`config.mk`:
```
export PLATFORM = sky130hd
export DESIGN_NAME = ps2_frame_generator
export DESIGN_NICKNAME = d
export VERILOG_FILES = /design/src/rtl/ps2_pkg.sv /design/src/rtl/ps2_tx_fifo.sv /design/src/rtl/ps2_frame_generator.sv
export SDC_FILE = /design/constraint.sdc
export NUM_CORES = 1
export LEC_CHECK = 0
export CORE_ASPECT_RATIO = 0.7
export CORE_UTILIZATION = 55
export DETAILED_ROUTE_END_ITERATION = 7
export HOLD_SLACK_MARGIN = 0.08
export PLACE_DENSITY = 0.8
export SLEW_MARGIN = 20
export SYNTH_ARGS = -nofsm -noshare
export SYNTH_HDL_FRONTEND = slang
export SYNTH_SLANG_ARGS = --single-unit
```
`constraint.sdc`:
```
create_clock -name clk -period 2 [get_ports clk]
set_input_delay 0.5 -clock clk [delete_from_list [all_inputs] [get_ports clk]]
set_output_delay 0.5 -clock clk [all_outputs]
set_load 0.1 [all_outputs]
```
`src/rtl/ps2_pkg.sv`:
```
// Shared constants, FSM state encoding and parity helper for the PS/2 frame generator.
package ps2_pkg;

    localparam int unsigned PS2_FRAME_BITS = 11;
    localparam int unsigned BIT_IDX_W      = 4;

    typedef enum logic [1:0] {
        ST_IDLE = 2'd0,
        ST_LOAD = 2'd1,
        ST_BIT  = 2'd2,
        ST_GAP  = 2'd3
    } ps2_state_e;

    // Bit that makes the total count of ones across data+parity odd.
    function automatic logic odd_parity(input logic [7:0] data);
        return ~^data;
    endfunction

endpackage

```
`src/rtl/ps2_tx_fifo.sv`:
```
// Synchronous scan-code FIFO with async reset and occupancy output; push ignored when full.
module ps2_tx_fifo #(
    parameter  int unsigned DEPTH = 8,
    parameter  int unsigned WIDTH = 8,
    localparam int unsigned AW    = $clog2(DEPTH),
    localparam int unsigned LW    = AW + 1
) (
    input  logic             clk,
    input  logic             rst_n,
    input  logic             push,
    input  logic [WIDTH-1:0] push_data,
    input  logic             pop,
    output logic [WIDTH-1:0] pop_data,
    output logic             full,
    output logic             empty,
    output logic [LW-1:0]    level
);

    logic [WIDTH-1:0] mem [DEPTH];
    logic [AW-1:0]    wr_ptr;
    logic [AW-1:0]    rd_ptr;
    logic             do_push;
    logic             do_pop;

    assign full     = (level == LW'(DEPTH));
    assign empty    = (level == '0);
    assign do_push  = push && !full;
    assign do_pop   = pop && !empty;
    assign pop_data = mem[rd_ptr];

    // Pointers wrap naturally because DEPTH is a power of two.
    always_ff @(posedge clk or negedge rst_n) begin
        if (!rst_n) begin
            wr_ptr <= '0;
            rd_ptr <= '0;
            level  <= '0;
        end else begin
            if (do_push) wr_ptr <= wr_ptr + 1'b1;
            if (do_pop)  rd_ptr <= rd_ptr + 1'b1;
            level <= level + LW'(do_push) - LW'(do_pop);
        end
    end

    always_ff @(posedge clk) begin
        if (do_push) mem[wr_ptr] <= push_data;
    end

endmodule

```
`src/rtl/ps2_frame_generator.sv`:
```
// PS/2 device-side transmitter: queues scan codes and serialises each as an 11-bit frame.
// Optional PS2_PAR_ERR_INJ_EN adds inj_par_err to invert the parity bit of a frame.
module ps2_frame_generator
    import ps2_pkg::*;
#(
    parameter  int unsigned CLK_FREQ_HZ = 50_000_000,
    parameter  int unsigned PS2_FREQ_HZ = 12_500,
    parameter  int unsigned FIFO_DEPTH  = 8,
    parameter  int unsigned GAP_BITS    = 8,
    localparam int unsigned LW          = $clog2(FIFO_DEPTH) + 1
) (
    input  logic          clk,
    input  logic          rst_n,
    input  logic          ena,
    input  logic          wr_valid,
    input  logic [7:0]    wr_data,
    output logic          wr_ready,
    output logic [LW-1:0] fifo_level,
    output logic          ps2_clk_out,
    output logic          ps2_data_out,
    output logic          busy,
    output logic          frame_done
`ifdef PS2_PAR_ERR_INJ_EN
    ,
    input  logic          inj_par_err
`endif
);

    localparam int unsigned HALF       = CLK_FREQ_HZ / (2 * PS2_FREQ_HZ);
    localparam int unsigned HW         = (HALF > 1) ? $clog2(HALF) : 1;
    localparam int unsigned GAP_CYCLES = GAP_BITS * 2 * HALF;
    localparam int unsigned GW         = (GAP_CYCLES > 3) ? $clog2(GAP_CYCLES) : 2;
    localparam int unsigned SR_W       = PS2_FRAME_BITS - 1;

    if (HALF < 2) begin : g_half_chk
        $error("ps2_frame_generator: HALF must be >= 2");
    end
    if (FIFO_DEPTH < 2 || (FIFO_DEPTH & (FIFO_DEPTH - 1)) != 0) begin : g_depth_chk
        $error("ps2_frame_generator: FIFO_DEPTH must be a power of two >= 2");
    end
    if (GAP_BITS < 1) begin : g_gap_chk
        $error("ps2_frame_generator: GAP_BITS must be >= 1");
    end

    ps2_state_e          state;
    logic [HW-1:0]       half_cnt;
    logic                phase_low;
    logic [BIT_IDX_W-1:0] bit_idx;
    logic [GW-1:0]       gap_cnt;
    logic [SR_W-1:0]     frame_sr;
    logic [7:0]          fifo_data;
    logic                fifo_full;
    logic                fifo_empty;
    logic                fifo_pop;
    logic                par_flip;

`ifdef PS2_PAR_ERR_INJ_EN
    assign par_flip = inj_par_err;
`else
    assign par_flip = 1'b0;
`endif

    assign wr_ready = !fifo_full;
    assign fifo_pop = (state == ST_LOAD);

    ps2_tx_fifo #(
        .DEPTH (FIFO_DEPTH),
        .WIDTH (8)
    ) u_fifo (
        .clk       (clk),
        .rst_n     (rst_n),
        .push      (wr_valid),
        .push_data (wr_data),
        .pop       (fifo_pop),
        .pop_data  (fifo_data),
        .full      (fifo_full),
        .empty     (fifo_empty),
        .level     (fifo_level)
    );

    // The LOAD cycle doubles as the final gap cycle, so back-to-back frames keep the nominal period.
    always_ff @(posedge clk or negedge rst_n) begin
        if (!rst_n) begin
            state        <= ST_IDLE;
            ps2_clk_out  <= 1'b1;
            ps2_data_out <= 1'b1;
            busy         <= 1'b0;
            frame_done   <= 1'b0;
            half_cnt     <= '0;
            phase_low    <= 1'b0;
            bit_idx      <= '0;
            gap_cnt      <= '0;
            frame_sr     <= '1;
        end else begin
            frame_done <= 1'b0;
            case (state)
                ST_IDLE: begin
                    if (ena && !fifo_empty) begin
                        state <= ST_LOAD;
                        busy  <= 1'b1;
                    end
                end
                ST_LOAD: begin
                    frame_sr     <= {1'b1, odd_parity(fifo_data) ^ par_flip, fifo_data};
                    ps2_data_out <= 1'b0;
                    ps2_clk_out  <= 1'b1;
                    half_cnt     <= '0;
                    phase_low    <= 1'b0;
                    bit_idx      <= '0;
                    state        <= ST_BIT;
                end
                ST_BIT: begin
                    if (half_cnt == HW'(HALF - 1)) begin
                        half_cnt <= '0;
                        if (!phase_low) begin
                            phase_low   <= 1'b1;
                            ps2_clk_out <= 1'b0;
                        end else begin
                            phase_low   <= 1'b0;
                            ps2_clk_out <= 1'b1;
                            if (bit_idx == BIT_IDX_W'(PS2_FRAME_BITS - 1)) begin
                                state        <= ST_GAP;
                                frame_done   <= 1'b1;
                                ps2_data_out <= 1'b1;
                                gap_cnt      <= '0;
                            end else begin
                                bit_idx      <= bit_idx + 1'b1;
                                ps2_data_out <= frame_sr[0];
                                frame_sr     <= {1'b1, frame_sr[SR_W-1:1]};
                            end
                        end
                    end else begin
                        half_cnt <= half_cnt + 1'b1;
                    end
                end
                ST_GAP: begin
                    if (gap_cnt == GW'(GAP_CYCLES - 2)) begin
                        if (ena && !fifo_empty) begin
                            state <= ST_LOAD;
                        end else begin
                            state <= ST_IDLE;
                            busy  <= 1'b0;
                        end
                    end else begin
                        gap_cnt <= gap_cnt + 1'b1;
                    end
                end
                default: state <= ST_IDLE;
            endcase
        end
    end

endmodule

```
==> flow_summary.json <==
{
  "slew_violations": 0,
  "synth_edf_count": 64,
  "status": "finished with violations",
  "area_growth_pct": 41.7,
  "grt_usage": 0.293,
  "max_cap_viol_count": 0,
  "critical-path-top-delay-family": "simple AND/OR/NAND/NOR gates",
  "ant_nets": 0,
  "start_util": 0.576,
  "fin_skew_ps": 8.29,
  "path_cells": "inv_1, ha_1, nand4b_1, or4_4, buf_4, mux2i_4, buf_6, nor4_4, xnor2_1, nor2_1",
  "die_x_um": 123,
  "wl_per_cell_um": 23.6,
  "p_seq_frac": 0.259,
  "yosys_most_used_dff": "edfxtp_1",
  "period_needed_ps": 2210,
  "row_count": 30,
  "fp.dieArea_mm2": 0.0107,
  "violations": "negative setup slack",
  "rsz0062_at_grt": "yes",
  "dpl_cell_area_mm2": 0.00695,
  "firstDrtPassIters": 4,
  "tns_ps": -2430,
  "synth_area_leader_cell": "edfxtp_1",
  "clk_pin_slew_worst_paths_ps": 60,
  "clk_path_buf_depth": 2,
  "final.setup.worst_slack_ps": -211,
  "grt_overflow": 0,
  "drc": 0,
  "die-height_um": 86.9,
  "ys_ff_latch": 120,
  "power_frac_clock": 0.219,
  "combPwrFrac": 0.521,
  "cp.depth": 10,
  "clk_latency_ps": 420,
  "synth_cell_types": 62,
  "io_pins": 21,
  "cts_sinks": 120,
  "yosysSeqAreaShare": 0.589,
  "grt_pass1_vias": 4230,
  "drt_iter0_drc": 509,
  "max_slew_margin": 0.643,
  "place_hpwl_mm": 8.65,
  "synthTopCellsByArea": "edfxtp_1 (34%), dfrtp_1 (20%), dfstp_2 (5.1%), ha_1 (4.0%), mux4_2 (3.6%)",
  "path_max_fanout": 3,
  "final_layout_size_suffix_gt1_frac": 0.452,
  "root_buffer": "clkbuf_16",
  "p_sw_frac": 0.396,
  "syn-num-nets": 460,
  "yosysMostFrequentCell": "edfxtp_1",
  "syn_area_per_cell_um2": 13.2,
  "cts_tree": "yes",
  "netlist_area_mm2": 0.00566,
  "period_share": 1.11,
  "cp.buffers_inverters": 3,
  "leakage_uw": 0.00325,
  "switching_power_uw": 5620,
  "vias": 4426,
  "setup-violations-final": 25,
  "finalNetCount": 596,
  "fin_area_mm2": 0.00802,
  "crit_required_ps": 2300,
  "place.gp.congestion": 0.885,
  "max_clock_freq_ghz": 0.452,
  "hold_path_class": "reg2reg",
  "diodes": 0,
  "grt_max_degree": 23,
  "ir_worst_vdd_mv": 0.968,
  "critPathSlowestCell": "or4_4",
  "p_int_uw": 8570,
  "io_buffer_count": 20,
  "rrSetupSlack_ps": -210,
  "ys_top_cells_by_count": "edfxtp_1 (64), dfrtp_1 (45), nor2_1 (43)",
  "final-hold-violation-count": 0,
  "antenna_found_initial": 0,
  "whs_ps": 481,
  "worst_slew_pin_slew_ps": 536,
  "drt-total-wl_mm": 16.7,
  "ys_warn_count": 0,
  "vias_per_cell": 6.27,
  "nFillCells": 447,
  "grt_pass1_wl_mm": 22.4,
  "r2r_cells": 10,
  "start_kind": "register",
  "endpoint_kind": "register",
  "holdPathStages": 2,
  "crit_path_max_incr_delay_ps": 560,
  "place_ws_ps": -168,
  "arrival_ps": 2510,
  "numCtsBuffers": 17,
  "criticalPathCategory": "reg2reg",
  "fp.coreArea_mm2": 0.00983,
  "synth.top_cell.area_share": 0.339,
  "synth_cells": 429,
  "synthArstFlopShare": 0.467,
  "cts-htree-levels": 4,
  "p_per_area_mw_per_mm2": 1770
}
==> path summary, 6_finish.rpt <==
| kind | from | to |
|---|---|---|
| max | gap_cnt[0] | gap_cnt[5] |
| min | frame_sr[7] | frame_sr[7] |
| max reg2reg | gap_cnt[0] | gap_cnt[5] |
| min reg2reg | frame_sr[7] | frame_sr[7] |
| max in group asynchronous | rst_n | gap_cnt[10] |
| min in group asynchronous | rst_n | half_cnt[6] |
==> placed cells by master, fill, tap and decap left out, drive strengths merged, types with 16 or more instances in the layout <==
| cell | instances |
|---|---|
| dfrtp | 45 |
| clkbuf | 17 |
| o21ai | 20 |
| mux4 | 16 |
| nand2 | 39 |
| edfxtp | 64 |
| nor2 | 43 |
| ha | 18 |
| inv | 26 |
| buf | 121 |
| a21oi | 16 |
| xnor2 | 18 |
==> routing by layer <==
metal	track usage	wire length [um]	up-vias	share of wire
li1	-	-	1836	-
met4	0.129	791	0	0.047
met5	0	0	-	0
met2	0.471	8030	298	0.48
met3	0.0785	1410	79	0.085
met1	0.376	6450	2213	0.39
==> tightest hold or removal path: cells and delay by family (launching register included) <==
| kind | cells | cell delay, ps |
|---|---|---|
| simple gates | 1 | 50 |
| compound gates | 1 | 60 |
| flops | 1 | 370 |
==> layout make-up <==
class / instances / area (um^2) / share of cell area
clock buffer: 17 / 425 / 0.0530
timing repair buffer: 132 / 1290 / 0.161
clock inverter: 15 / 165 / 0.0206
multi-input combinational: 275 / 2550 / 0.317
inverter: 19 / 81.3 / 0.0101
tap: 128 / 160 / 0.0200
sequential: 120 / 3350 / 0.418
==> timing repair <==
item / 4_1_cts / 5_1_grt
setup buffers: 14 / 13
hold endpoints to repair: 18 / 0
resized for setup: 32 / 28
pin swaps: 28 / 21
hold buffers: 1 / 0
cloned: 1 / 0
endpoints found under the setup margin: 17 / 40
==> per-stage QoR <==
step / std cells / utilization / total power (uW)
final: 706 / 0.816 / 14200
after global routing: 706 / 0.816 / 14700
after CTS: 694 / 0.797 / 13400
after detailed placement: 646 / 0.707 / 9610
after global placement: 646 / 0.707 / 9280
after floorplan: 429 / - / 7420
==> sequential cells by signal, indices dropped and copies added (netlist names), 2 cells and up <==
name and cells:
u_fifo.mem 64, gap_cnt 15, half_cnt 11, frame_sr 9, bit_idx 4, u_fifo.level 4, u_fifo.rd_ptr 3, u_fifo.wr_ptr 3
state 2
==> logic make-up (layout without fill, tap and decap cells) <==
group | Yosys count | after routing | share of synthesized area
DFF | 120 | 120 | 0.589
buffers and inverters | 34 | 183 | 0.0285
xor gates and xnor gates | 29 | 29 | 0.0462
AOI/OAI and AO/OA | 55 | 55 | 0.0623
and+or+nand+nor | 141 | 141 | 0.126
muxes | 31 | 31 | 0.104
adders and majority gates | 19 | 19 | 0.0433
==> power groups by stage <==
stage,combinational (uW),sequential [uW],clock (uW)
after floorplan,3390,4030,0
after global placement,5680,3590,0
final,7400,3680,3110
after global routing,7770,3710,3230
after detailed placement,5980,3630,0
after CTS,6710,3610,3110
No activity file was read; power rests on OpenSTA's default activity.
